===== config.mk =====
export PLATFORM = sky130hd
export DESIGN_NAME = key_command_queue
export DESIGN_NICKNAME = d
export VERILOG_FILES = /design/src/rtl/key_command_queue_pkg.sv /design/src/rtl/bit_synchronizer.sv /design/src/rtl/key_command_queue.sv
export SDC_FILE = /design/constraint.sdc
export NUM_CORES = 1
export LEC_CHECK = 0
export CAP_MARGIN = 20
export CORE_UTILIZATION = 50
export CTS_CLUSTER_DIAMETER = 100
export DETAILED_ROUTE_END_ITERATION = 8
export PLACE_DENSITY_LB_ADDON = 0.15
export SETUP_SLACK_MARGIN = 0.2
export SLEW_MARGIN = 5
export SYNTH_ARGS = -nofsm -noshare
export SYNTH_HDL_FRONTEND = slang
export SYNTH_SLANG_ARGS = --single-unit

===== constraint.sdc =====
create_clock -name clock -period 4.9 [get_ports clock]
set_input_delay 1.225 -clock clock [delete_from_list [all_inputs] [get_ports clock]]
set_output_delay 1.225 -clock clock [all_outputs]
set_load 0.01 [all_outputs]

===== src/rtl/key_command_queue_pkg.sv =====
// Shared game package: keyboard command width and command encodings.
// Keyboard_Decoder produces these codes, key_command_queue buffers them,
// and Game_Player consumes them.
package key_command_queue_pkg;

    // Width of one keyboard command code.
    localparam int CMD_W = 3;

    // Command encodings carried on in_data/out_data.
    typedef enum logic [CMD_W-1:0] {
        CMD_NONE   = 3'd0,
        CMD_UP     = 3'd1,
        CMD_DOWN   = 3'd2,
        CMD_LEFT   = 3'd3,
        CMD_RIGHT  = 3'd4,
        CMD_SELECT = 3'd5,
        CMD_SWITCH = 3'd6
    } cmd_e;

endpackage


===== src/rtl/bit_synchronizer.sv =====
// Multi-flop synchronizer for a single level signal crossing into the
// clock domain.
// Ports:
//   clock - destination clock
//   reset - synchronous, active-high; clears every stage
//   d     - asynchronous level input
//   q     - synchronized level, STAGES clock edges behind d
module bit_synchronizer #(
    parameter int STAGES = 2
) (
    input  logic clock,
    input  logic reset,
    input  logic d,
    output logic q
);

    logic [STAGES-1:0] sync_q;

    // Shift left so the input enters at bit 0; this form also works for STAGES=1.
    always_ff @(posedge clock) begin
        if (reset) begin
            sync_q <= '0;
        end else begin
            sync_q <= (sync_q << 1) | STAGES'(d);
        end
    end

    assign q = sync_q[STAGES-1];

endmodule


===== src/rtl/key_command_queue.sv =====
// Keyboard command queue between Keyboard_Decoder (clk_100m domain) and
// Game_Player (clk_50M domain). Each upstream ready episode is captured once
// and acknowledged with a one-cycle in_read_fin pulse. Captured commands are
// buffered in a small circular queue and popped on the rising edge of
// out_read_fin.
// Ports:
//   clock        - game logic clock; all state updates on the rising edge
//   reset        - synchronous, active-high
//   in_ready     - new-data level from the decoder (asynchronous)
//   in_data      - command code, stable while in_ready is high
//   in_read_fin  - one-cycle acknowledge of a capture
//   flush        - discard every queued command and clear overflow
//   out_ready    - queue non-empty, head is valid on out_data
//   out_data     - head-of-queue command
//   out_read_fin - consumer done with head; its rising edge pops
//   count        - current occupancy (0..DEPTH)
//   overflow     - sticky, a command was dropped because the queue was full
module key_command_queue
    import key_command_queue_pkg::*;
#(
    parameter int DATA_WIDTH  = CMD_W,
    parameter int DEPTH       = 4,
    parameter int SYNC_STAGES = 2
) (
    input  logic                     clock,
    input  logic                     reset,
    input  logic                     in_ready,
    input  logic [DATA_WIDTH-1:0]    in_data,
    output logic                     in_read_fin,
    input  logic                     flush,
    output logic                     out_ready,
    output logic [DATA_WIDTH-1:0]    out_data,
    input  logic                     out_read_fin,
    output logic [$clog2(DEPTH):0]   count,
    output logic                     overflow
);

    localparam int                PTR_W      = $clog2(DEPTH);
    localparam int                CNT_W      = PTR_W + 1;
    localparam logic [CNT_W-1:0]  FULL_COUNT = CNT_W'(DEPTH);

    logic [DATA_WIDTH-1:0] mem [DEPTH];
    logic [PTR_W-1:0]      wr_ptr;
    logic [PTR_W-1:0]      rd_ptr;
    logic                  in_ready_s;
    logic                  armed;
    logic                  read_fin_prev;
    logic                  capture;
    logic                  pop;
    logic                  push;

    bit_synchronizer #(
        .STAGES (SYNC_STAGES)
    ) u_ready_sync (
        .clock (clock),
        .reset (reset),
        .d     (in_ready),
        .q     (in_ready_s)
    );

    // A capture is taken once per ready episode; armed re-opens only after
    // the synchronized ready has been seen low. A pop is the rising edge of
    // out_read_fin on a non-empty queue. When full, a coincident pop frees
    // the slot the capture needs, so nothing is dropped.
    always_comb begin
        capture = in_ready_s & armed;
        pop     = out_read_fin & ~read_fin_prev & (count != '0);
        push    = capture & ~flush & ((count != FULL_COUNT) | pop);
    end

    always_ff @(posedge clock) begin
        if (reset) begin
            armed         <= 1'b1;
            in_read_fin   <= 1'b0;
            read_fin_prev <= 1'b0;
            wr_ptr        <= '0;
            rd_ptr        <= '0;
            count         <= '0;
            overflow      <= 1'b0;
        end else begin
            in_read_fin   <= capture;
            read_fin_prev <= out_read_fin;

            if (capture) begin
                armed <= 1'b0;
            end else if (!in_ready_s) begin
                armed <= 1'b1;
            end

            if (flush) begin
                // Flush wins over a simultaneous capture or pop; the capture
                // is still acknowledged above but its data is discarded.
                count    <= '0;
                rd_ptr   <= wr_ptr;
                overflow <= 1'b0;
            end else begin
                if (push) begin
                    wr_ptr <= wr_ptr + 1'b1;
                end
                if (pop) begin
                    rd_ptr <= rd_ptr + 1'b1;
                end
                if (push && !pop) begin
                    count <= count + 1'b1;
                end else if (pop && !push) begin
                    count <= count - 1'b1;
                end
                if (capture && !push) begin
                    overflow <= 1'b1;
                end
            end
        end
    end

    // Storage carries no reset; out_data is meaningless while out_ready is low.
    always_ff @(posedge clock) begin
        if (push) begin
            mem[wr_ptr] <= in_data;
        end
    end

    assign out_data  = mem[rd_ptr];
    assign out_ready = (count != '0);

endmodule


After elaboration in Yosys (flattened, before gate mapping)
Memories as Yosys holds them, arrays and structs flattened. A register that Yosys moved wholly into a read port is not among the register bits.
Index checks and enable logic that the tools add are counted.
{"block": "totals", "regBits": 13, "mem_count": 1, "wordCells": 44, "output_inout_bits": 9, "ramBits": 12, "romBits": 0, "latch_bits": 0, "inputBits": 8}
{"block": "classes", "bitwise": 9, "muxes": 10, "eq_ne": 2, "n_reduce_logical": 10, "div_mod_pow": 0, "n_lt_le_gt_ge": 0, "add_sub_neg": 4, "multipliers": 0, "n_shift": 0}
{"name": "mem", "words": 4, "width": 3, "rd": 1, "rd_clocked_by_memory_dff": 1, "wr": 1, "line": "key_command_queue.sv:42", "source": "logic [DATA_WIDTH-1:0] mem [DEPTH];"}
{"operator": "2-bit two-way mux", "count": 4}
{"operator": "3-bit two-way mux", "count": 2}
{"operator": "1-bit AND", "count": 5}
{"operator": "2-bit by 1-bit adder with 2-bit output (second input constant)", "count": 2}
{"operator": "1-bit two-way mux", "count": 4}
{"operator": "2-bit nonzero test", "count": 2}
{"operator": "3-bit by 1-bit adder with 3-bit output (second input constant)", "count": 1}
{"operator": "1-bit logical AND", "count": 3}
{"operator": "3-bit inequality test (second input constant)", "count": 1}
{"operator": "3-bit nonzero test", "count": 1}
{"operator": "3-bit by 1-bit subtractor with 3-bit output (second input constant)", "count": 1}
{"operator": "1-bit zero test", "count": 2}
{"operator": "2-bit inequality test (second input constant)", "count": 1}
{"operator": "1-bit NOT", "count": 2}
{"operator": "2-bit by 1-bit OR with 2-bit output", "count": 1}
{"operator": "2-bit AND reduction", "count": 1}
{"operator": "2-bit OR reduction", "count": 1}
{"operator": "1-bit OR", "count": 1}

Longest topological paths before layout
Gate-level depths: netlist of the first run.
{"block": "logic_depth", "depth_word": 9, "mapped_depth": 9, "ltp_nobuf": 8}

Cells and area by module
From an unflattened synthesis of the first run, not the netlist that was laid out.
{"block": "hier_totals", "cells_unflattened": 85, "area_unflattened_um2": 1113.6}
{"mod": "key_command_queue", "cells_each": 81, "instances": 1, "area_each_um2": 1061.0, "seq_area_each_um2": 620.6}
{"mod": "bit_synchronizer", "cells_each": 4, "instances": 1, "area_each_um2": 52.6, "seq_area_each_um2": 40.0}

Least setup slack after synthesis of the first run
No wires, ideal clock.
{"block": "synth_path", "path_kind": "input to register", "startpoint": "in out_read_fin", "endpoint": "reg count[2]", "slack_ns": 1.901, "setup_time_ns": 0.070, "arrival_ns": 2.929, "required_ns": 4.830, "path_buffers": 0, "path_stages": 8, "path_cell_list": "nand2b_1 a311oi_2 ha_1 inv_1 fa_1 xor2_1 or3_1 a21oi_1"}
{"block": "synth_via", "elab_chain_len": 7, "elab_cells_between_ends": 10, "cone_classes": "1 x mux; 4 x bitwise; 5 x reduce/logical"}
{"item": "from (decl)", "line": "key_command_queue.sv:33", "source": "input logic out_read_fin,"}
{"item": "1-bit AND * (2 in a row)", "line": "key_command_queue.sv:67", "source": "pop = out_read_fin & ~read_fin_prev & (count != '0);"}
{"item": "1-bit OR", "line": "key_command_queue.sv:68", "source": "push = capture & ~flush & ((count != FULL_COUNT) | pop);"}
{"item": "1-bit AND", "line": "key_command_queue.sv:68"}
{"item": "1-bit zero test", "line": "key_command_queue.sv:105", "source": "end else if (pop && !push) begin"}
{"item": "1-bit logical AND", "line": "key_command_queue.sv:105"}
{"item": "2-bit nonzero test (no line)"}
{"item": "to (signal assigned)", "line": "key_command_queue.sv:104", "source": "count <= count + 1'b1;"}
{"item": "to (signal assigned)", "line": "key_command_queue.sv:106", "source": "count <= count - 1'b1;"}
{"item": "to (decl)", "line": "key_command_queue.sv:34", "source": "output logic [$clog2(DEPTH):0] count,"}
Every way passes the cells marked *; elsewhere a longest branch is shown, timed or not.
A chain may end at the register's enable or synchronous reset.

Final worst setup path of the first run
Same ends and word-level chain as after synthesis.

==> results.yml, run 1 <==
detailed_routing:
  avgRoutedWirePerCell_microns: 15.0
  vias: 689
  antenna_left: 0
  viasPerCell: 5.30
  finalWirelength_mm: 1.94
  first_pass_iters: 4
  drtIter0Drc: 13
  drc: 0
sta:
  max_slew_margin_pct: 63.7
  tns_ns: 0
  setup_viol: 0
  worst_pin_slew_ns: 0.545
  final_max_slew_viol_count: 0
  max_freq_mhz: 297
  rsz0062_at_grt: "no"
  skew_ns: 0.0134
  hold_viol_final: 0
  period_share_pct: 68.6
  whs_ns: 0.439
  min_period_ns: 3.36
clock_tree:
  cts_root_buf: "clkbuf_4"
  cts.clk_slew.worst_paths_ns: 0.15
  clkLatencyLatePin_ns: 0.33
  clock_path_buffers: 2
  htree_levels: 1
  cts.sinks: 27
  numCtsBuffers: 3
  postCtsSetupBuffers: 0
  ctsResizeCount: 0
  tritoncts: "yes"
  postCtsHoldBufs: 0
pwr:
  ir_worst_vdd_uv: 189
  p_leak_nw: 0.472
  cellPowerDensity_mw_per_mm2: 280
synthesis:
  synthCells: 85
  synthesis.nets: 99
  async_reset_ff_share_pct: 0
  syn_area_per_cell_sq_um: 13.1
  synth_area_sq_mm: 0.00111
  synth_edf_count: 12
  yosys_warnings: 0
  ys_types: 27
  synth-main-ff-cell: "dfxtp_1"
  ys_seq_area_share_pct: 59.3
  ys_seq_elements: 27
worst_setup_path:
  cpMaxStageDelayCell: "a311oi_2"
  r2r-start: "count[0]"
  slowest_delay_ns: 0.52
  cp.required_ns: 5.17
  arrival_ns: 3.64
  crit_fanout: 7
  rrSetupSlack_ns: 2.43
  crit_chain: "clkdlybuf4s50_1, nand2b_1, a311oi_2, ha_1, inv_1, fa_1, xor2_1, or3_1, a21oi_1"
  reg2reg_to: "count[2]"
  worst-setup-path-type: "input pin to flip-flop"
  reg2reg_depth: 8
  end_kind: "flip-flop"
  critPathLaunchType: "input pin"
worst_hold_path:
  hold_path_class: "flip-flop to flip-flop"
  holdPathEnd: "armed"
  hold-path-cell-count: 1
  min_from: "u_ready_sync.sync_q[1]"
global_route:
  grt_pass1_vias: 670
  grt_max_degree: 16
  grt_pass1_wl_mm: 3.28
  grt-ovfl-total: 0
  grt_usage_pct: 18.7
  antenna_found_initial: 0
floorplanning:
  coreArea_sq_mm: 0.00202
  rows: 16
  dieArea_sq_mm: 0.00242
  initial_core_util_pct: 55.1
  ios: 17
  die_y_microns: 49.2
  chipWidth_microns: 49.2
status:
  status: "finished, final reports clean"
placement:
  dpl-instance-area_sq_mm: 0.00130
  dpl.hpwl_mm: 1.48
  port_buffers: 16
  place_congestion: 0.702
cells_and_area:
  final_layout_size_suffix_gt1_share_pct: 9.71
  areaGrowthSynthToFinish_pct: 19.1
  fin_nets: 118
  n_antenna_cell: 0
  nFillCells: 158
  final_area_sq_mm: 0.00133
job:
  maxCapViolCount: 0
[where the power goes]
group	switching [W]	leakage [nW]	internal [W]
clock	0.0000636	0.0177	0.0000306
combinational	0.0000151	0.224	0.0000183
sequential	0.00000370	0.230	0.000239
[routing by layer]
metal	up-vias	global-route usage, %	part of all wire (%)
li1	337	-	-
met1	331	24.2	46
met2	15	28.8	48
met3	6	2.80	3.1
met4	0	12.7	3.1
met5	-	0	0
[state kept, by name (all words and copies together) (netlist names), named ones only]
name,cells
count,3
mem,12
read_fin_prev,1
armed,1
u_ready_sync.sync_q,2
rd_ptr,2
wr_ptr,2
in_read_fin,1
overflow,1
[how the worst max path moves through the flow]
stage	to	start	slack (ns)
floorplan	count[2]	out_read_fin	1.90
detailed placement	count[2]	out_read_fin	1.19
global placement	count[2]	out_read_fin	1.25
CTS	count[2]	out_read_fin	1.54
finish	count[2]	out_read_fin	1.54
global route	count[2]	out_read_fin	1.37
[critical path: cells and delay by family]
kind | cells | cell delay, ns
XOR/XNOR | 1 | 0.16
AO/OA/AOI/OAI | 2 | 0.66
AND/OR/NAND/NOR | 2 | 0.40
buffers and inverters | 2 | 0.55
adder cells (fa/ha/maj) | 2 | 0.66
[layout by cell type, fill, tap and decap left out, types with 2 or more instances in the layout]
| master | instances |
|---|---|
| or3_1 | 3 |
| ha_1 | 5 |
| nor2_1 | 7 |
| clkdlybuf4s50_1 | 16 |
| mux2i_1 | 2 |
| edfxtp_1 | 12 |
| nand2b_1 | 4 |
| clkbuf_4 | 3 |
| xor2_1 | 2 |
| dfxtp_1 | 15 |
| mux4_2 | 3 |
| a21oi_1 | 2 |
| nand2_1 | 3 |
| inv_1 | 5 |
| nor2b_1 | 4 |
| and2_1 | 5 |
[synth_stat cells, drive strengths merged, types with 2 or more instances]
cell / instances / share of area, %
nor2b: 4 / 2.2
ha: 5 / 5.6
xor2: 2 / 1.6
and2: 5 / 2.8
mux4: 3 / 6.1
a21oi: 2 / 0.90
mux2i: 2 / 1.8
nor2: 7 / 2.4
nand2b: 4 / 2.2
inv: 5 / 1.7
dfxtp: 15 / 27
nand2: 3 / 1.0
edfxtp: 12 / 32
or3: 3 / 1.7
[cell type report]
| class | instances | area (sq um) | share of cell area (%) |
|---|---|---|---|
| tap | 27 | 33.8 | 2.55 |
| clock inverter | 1 | 5.00 | 0.377 |
| multi-input combinational | 51 | 425 | 32.1 |
| clock buffer | 3 | 22.5 | 1.70 |
| inverter | 5 | 18.8 | 1.42 |
| timing repair buffer | 16 | 160 | 12.1 |
| sequential | 27 | 661 | 49.8 |
[through the flow]
step                      instances  total power (W)  util (%)  setup WS (ns)
after global routing            130         0.000386      65.6           1.37
after CTS                       130         0.000374      65.6           1.54
final                           130         0.000371      65.6           1.54
after detailed placement        126         0.000282      64.2           1.19
after global placement          126         0.000280      64.2           1.25
after floorplan                  85         0.000265         -           1.90
[cell families after synthesis]
| group | Yosys count | synth area share, % |
|---|---|---|
| buffers and inverters | 7 | 2.47 |
| AOI/OAI and AO/OA | 9 | 6.63 |
| adders and majority gates | 6 | 7.42 |
| and+or+nand+nor | 28 | 13.7 |
| xor gates and xnor gates | 2 | 1.57 |
| muxes | 6 | 8.88 |
| DFF | 27 | 59.3 |
Note: power is estimated with default switching activity, not from simulation.
==> run 2, diff against run 1 <==
clock period = 3.5 ns   (was 4.9 ns; I/O delays follow)
==> run 2 against run 1 <==
  * Critical path depth did not move
  * Die area is the same
  * Final area grew 0.47%
  * Clock power is 40% higher
  * Global-route usage is 1.1 points lower
  * Sequential share of layout area is 0.23 points lower
  * Power is 40% higher
  * Routed wire length down 6.2%
==> results.yml, run 2 (same netlist as run 1, synthesis figures left out) <==
pwr:
  ir_worst_vdd_uv: 230
  cellPowerDensity_mw_per_mm2: 389
  p_leak_nw: 0.474
global_route:
  grt_pass1_wl_mm: 3.13
  grt_pass1_vias: 694
  antenna_found_initial: 0
  grt-ovfl-total: 0
  grt_max_degree: 15
  grt_usage_pct: 17.6
cells_and_area:
  most-common-layout-cells: "16 x clkdlybuf4s50_1, 15 x dfxtp_1, 12 x edfxtp_1"
  final_area_sq_mm: 0.00133
  reg_top3: "mem x12, count x3"
  fin_nets: 119
  largest-register: "mem"
  largest_reg_flops: 12
  n_antenna_cell: 0
  areaGrowthSynthToFinish_pct: 19.7
  final_layout_size_suffix_gt1_share_pct: 9.62
  final_common_cell: "clkdlybuf4s50_1"
sta:
  rsz0062_at_grt: "no"
  max_freq_mhz: 362
  hold_viol_final: 0
  skew_ns: 0.00179
  worst_pin_slew_ns: 0.434
  tns_ns: 0
  worst_slack_ns: 0.740
  max_slew_margin_pct: 71.0
  final_max_slew_viol_count: 0
  min_period_ns: 2.76
  period_share_pct: 78.9
  setup_viol: 0
  whs_ns: 0.433
detailed_routing:
  viasPerCell: 5.21
  drtIter0Drc: 12
  drc: 0
  avgRoutedWirePerCell_microns: 13.9
  antenna_left: 0
  finalWirelength_mm: 1.82
  first_pass_iters: 4
  vias: 683
worst_setup_path:
  arrival_ns: 3.02
  worst-setup-path-type: "input pin to flip-flop"
  critPathLaunch: "out_read_fin"
  cpMaxStageDelayCell: "clkdlybuf4s50_1"
  cp_top_family: "adder cells"
  crit_chain: "clkdlybuf4s50_1, nand2b_1, a311oi_2, ha_1, inv_1, fa_1, xor2_1, or3_1, a21oi_1"
  worst-path-buf-inv: 2
  r2r-start: "count[0]"
  cp.required_ns: 3.76
  crit_fanout: 3
  end_kind: "flip-flop"
  slowest_delay_ns: 0.49
  critPathLaunchType: "input pin"
clock_tree:
  cts.sinks: 27
  postCtsSetupBuffers: 0
  clkLatencyLatePin_ns: 0.32
  clock_path_buffers: 2
  numCtsBuffers: 3
  postCtsHoldBufs: 0
  cts_root_buf: "clkbuf_4"
  cts.clk_slew.worst_paths_ns: 0.14
  htree_levels: 1
  ctsResizeCount: 0
  tritoncts: "yes"
worst_hold_path:
  min_from: "u_ready_sync.sync_q[1]"
  hold_path_class: "flip-flop to flip-flop"
placement:
  dpl-instance-area_sq_mm: 0.00131
  port_buffers: 16
  pre_cts_slack_ns: 0.393
  dpl.hpwl_mm: 1.40
  place_congestion: 0.839
floorplanning:
  die_y_microns: 49.2
  rows: 16
  coreArea_sq_mm: 0.00202
  chipWidth_microns: 49.2
  initial_core_util_pct: 55.1
  dieArea_sq_mm: 0.00242
  ios: 17
status:
  status: "finished, final reports clean"
job:
  maxCapViolCount: 0
-- run 2: changes by cell type in the layout (fill, tap and decap cells not counted), sizes merged --
cell / before / now
clkbuf: 3 / 4
buf: 0 / 1
clkinv: 1 / 0
-- run 2: final timing paths --
path              end  slack, ns  cells past startpoint
max          count[2]       0.74                      9
min             armed       0.43                      1
max reg2reg  count[2]       1.23                      8
min reg2reg     armed       0.43                      1
-- run 2: cell type report --
type / instances / area, sq um
clock buffer: 4 / 26.3
fill: 164 / 689
sequential: 27 / 661
inverter: 5 / 18.8
tap: 27 / 33.8
timing repair buffer: 17 / 168
multi-input combinational: 51 / 425
-- run 2: worst reg2reg max path, stage by stage (launching register included) --
cell	delay [ns]
dfxtp_1	0.39
or3_1	0.46
nand2_1	0.13
ha_1	0.19
inv_1	0.06
fa_1	0.38
xor2_1	0.16
or3_1	0.30
a21oi_1	0.15
-- run 2: power breakdown --
part / switching (W) / internal [W] / leakage [nW] / total, W
Sequential: 0.00000502 / 0.000335 / 0.230 / 0.000340
Combinational: 0.0000208 / 0.0000260 / 0.229 / 0.0000469
Clock: 0.0000872 / 0.0000446 / 0.0150 / 0.000132
Total: 0.000113 / 0.000406 / 0.474 / 0.000519
-- run 2: layer usage --
| layer | GRT usage (%) | routed length [microns] | up-vias | share of wire (%) |
|---|---|---|---|---|
| met5 | 0 | 0 | - | 0 |
| met4 | 6.37 | 16 | 0 | 0.88 |
| met3 | 3.12 | 57 | 3 | 3.1 |
| met2 | 29.0 | 906 | 11 | 50 |
| met1 | 23.2 | 843 | 330 | 46 |
| li1 | - | - | 339 | - |
-- run 2: through the flow --
| stage | total power (W) | std cells | util (%) |
|---|---|---|---|
| after CTS | 0.000521 | 131 | 65.9 |
| after floorplan | 0.000371 | 85 | - |
| after global routing | 0.000541 | 131 | 65.9 |
| after detailed placement | 0.000394 | 127 | 64.6 |
| final | 0.000519 | 131 | 65.9 |
| after global placement | 0.000392 | 127 | 64.6 |
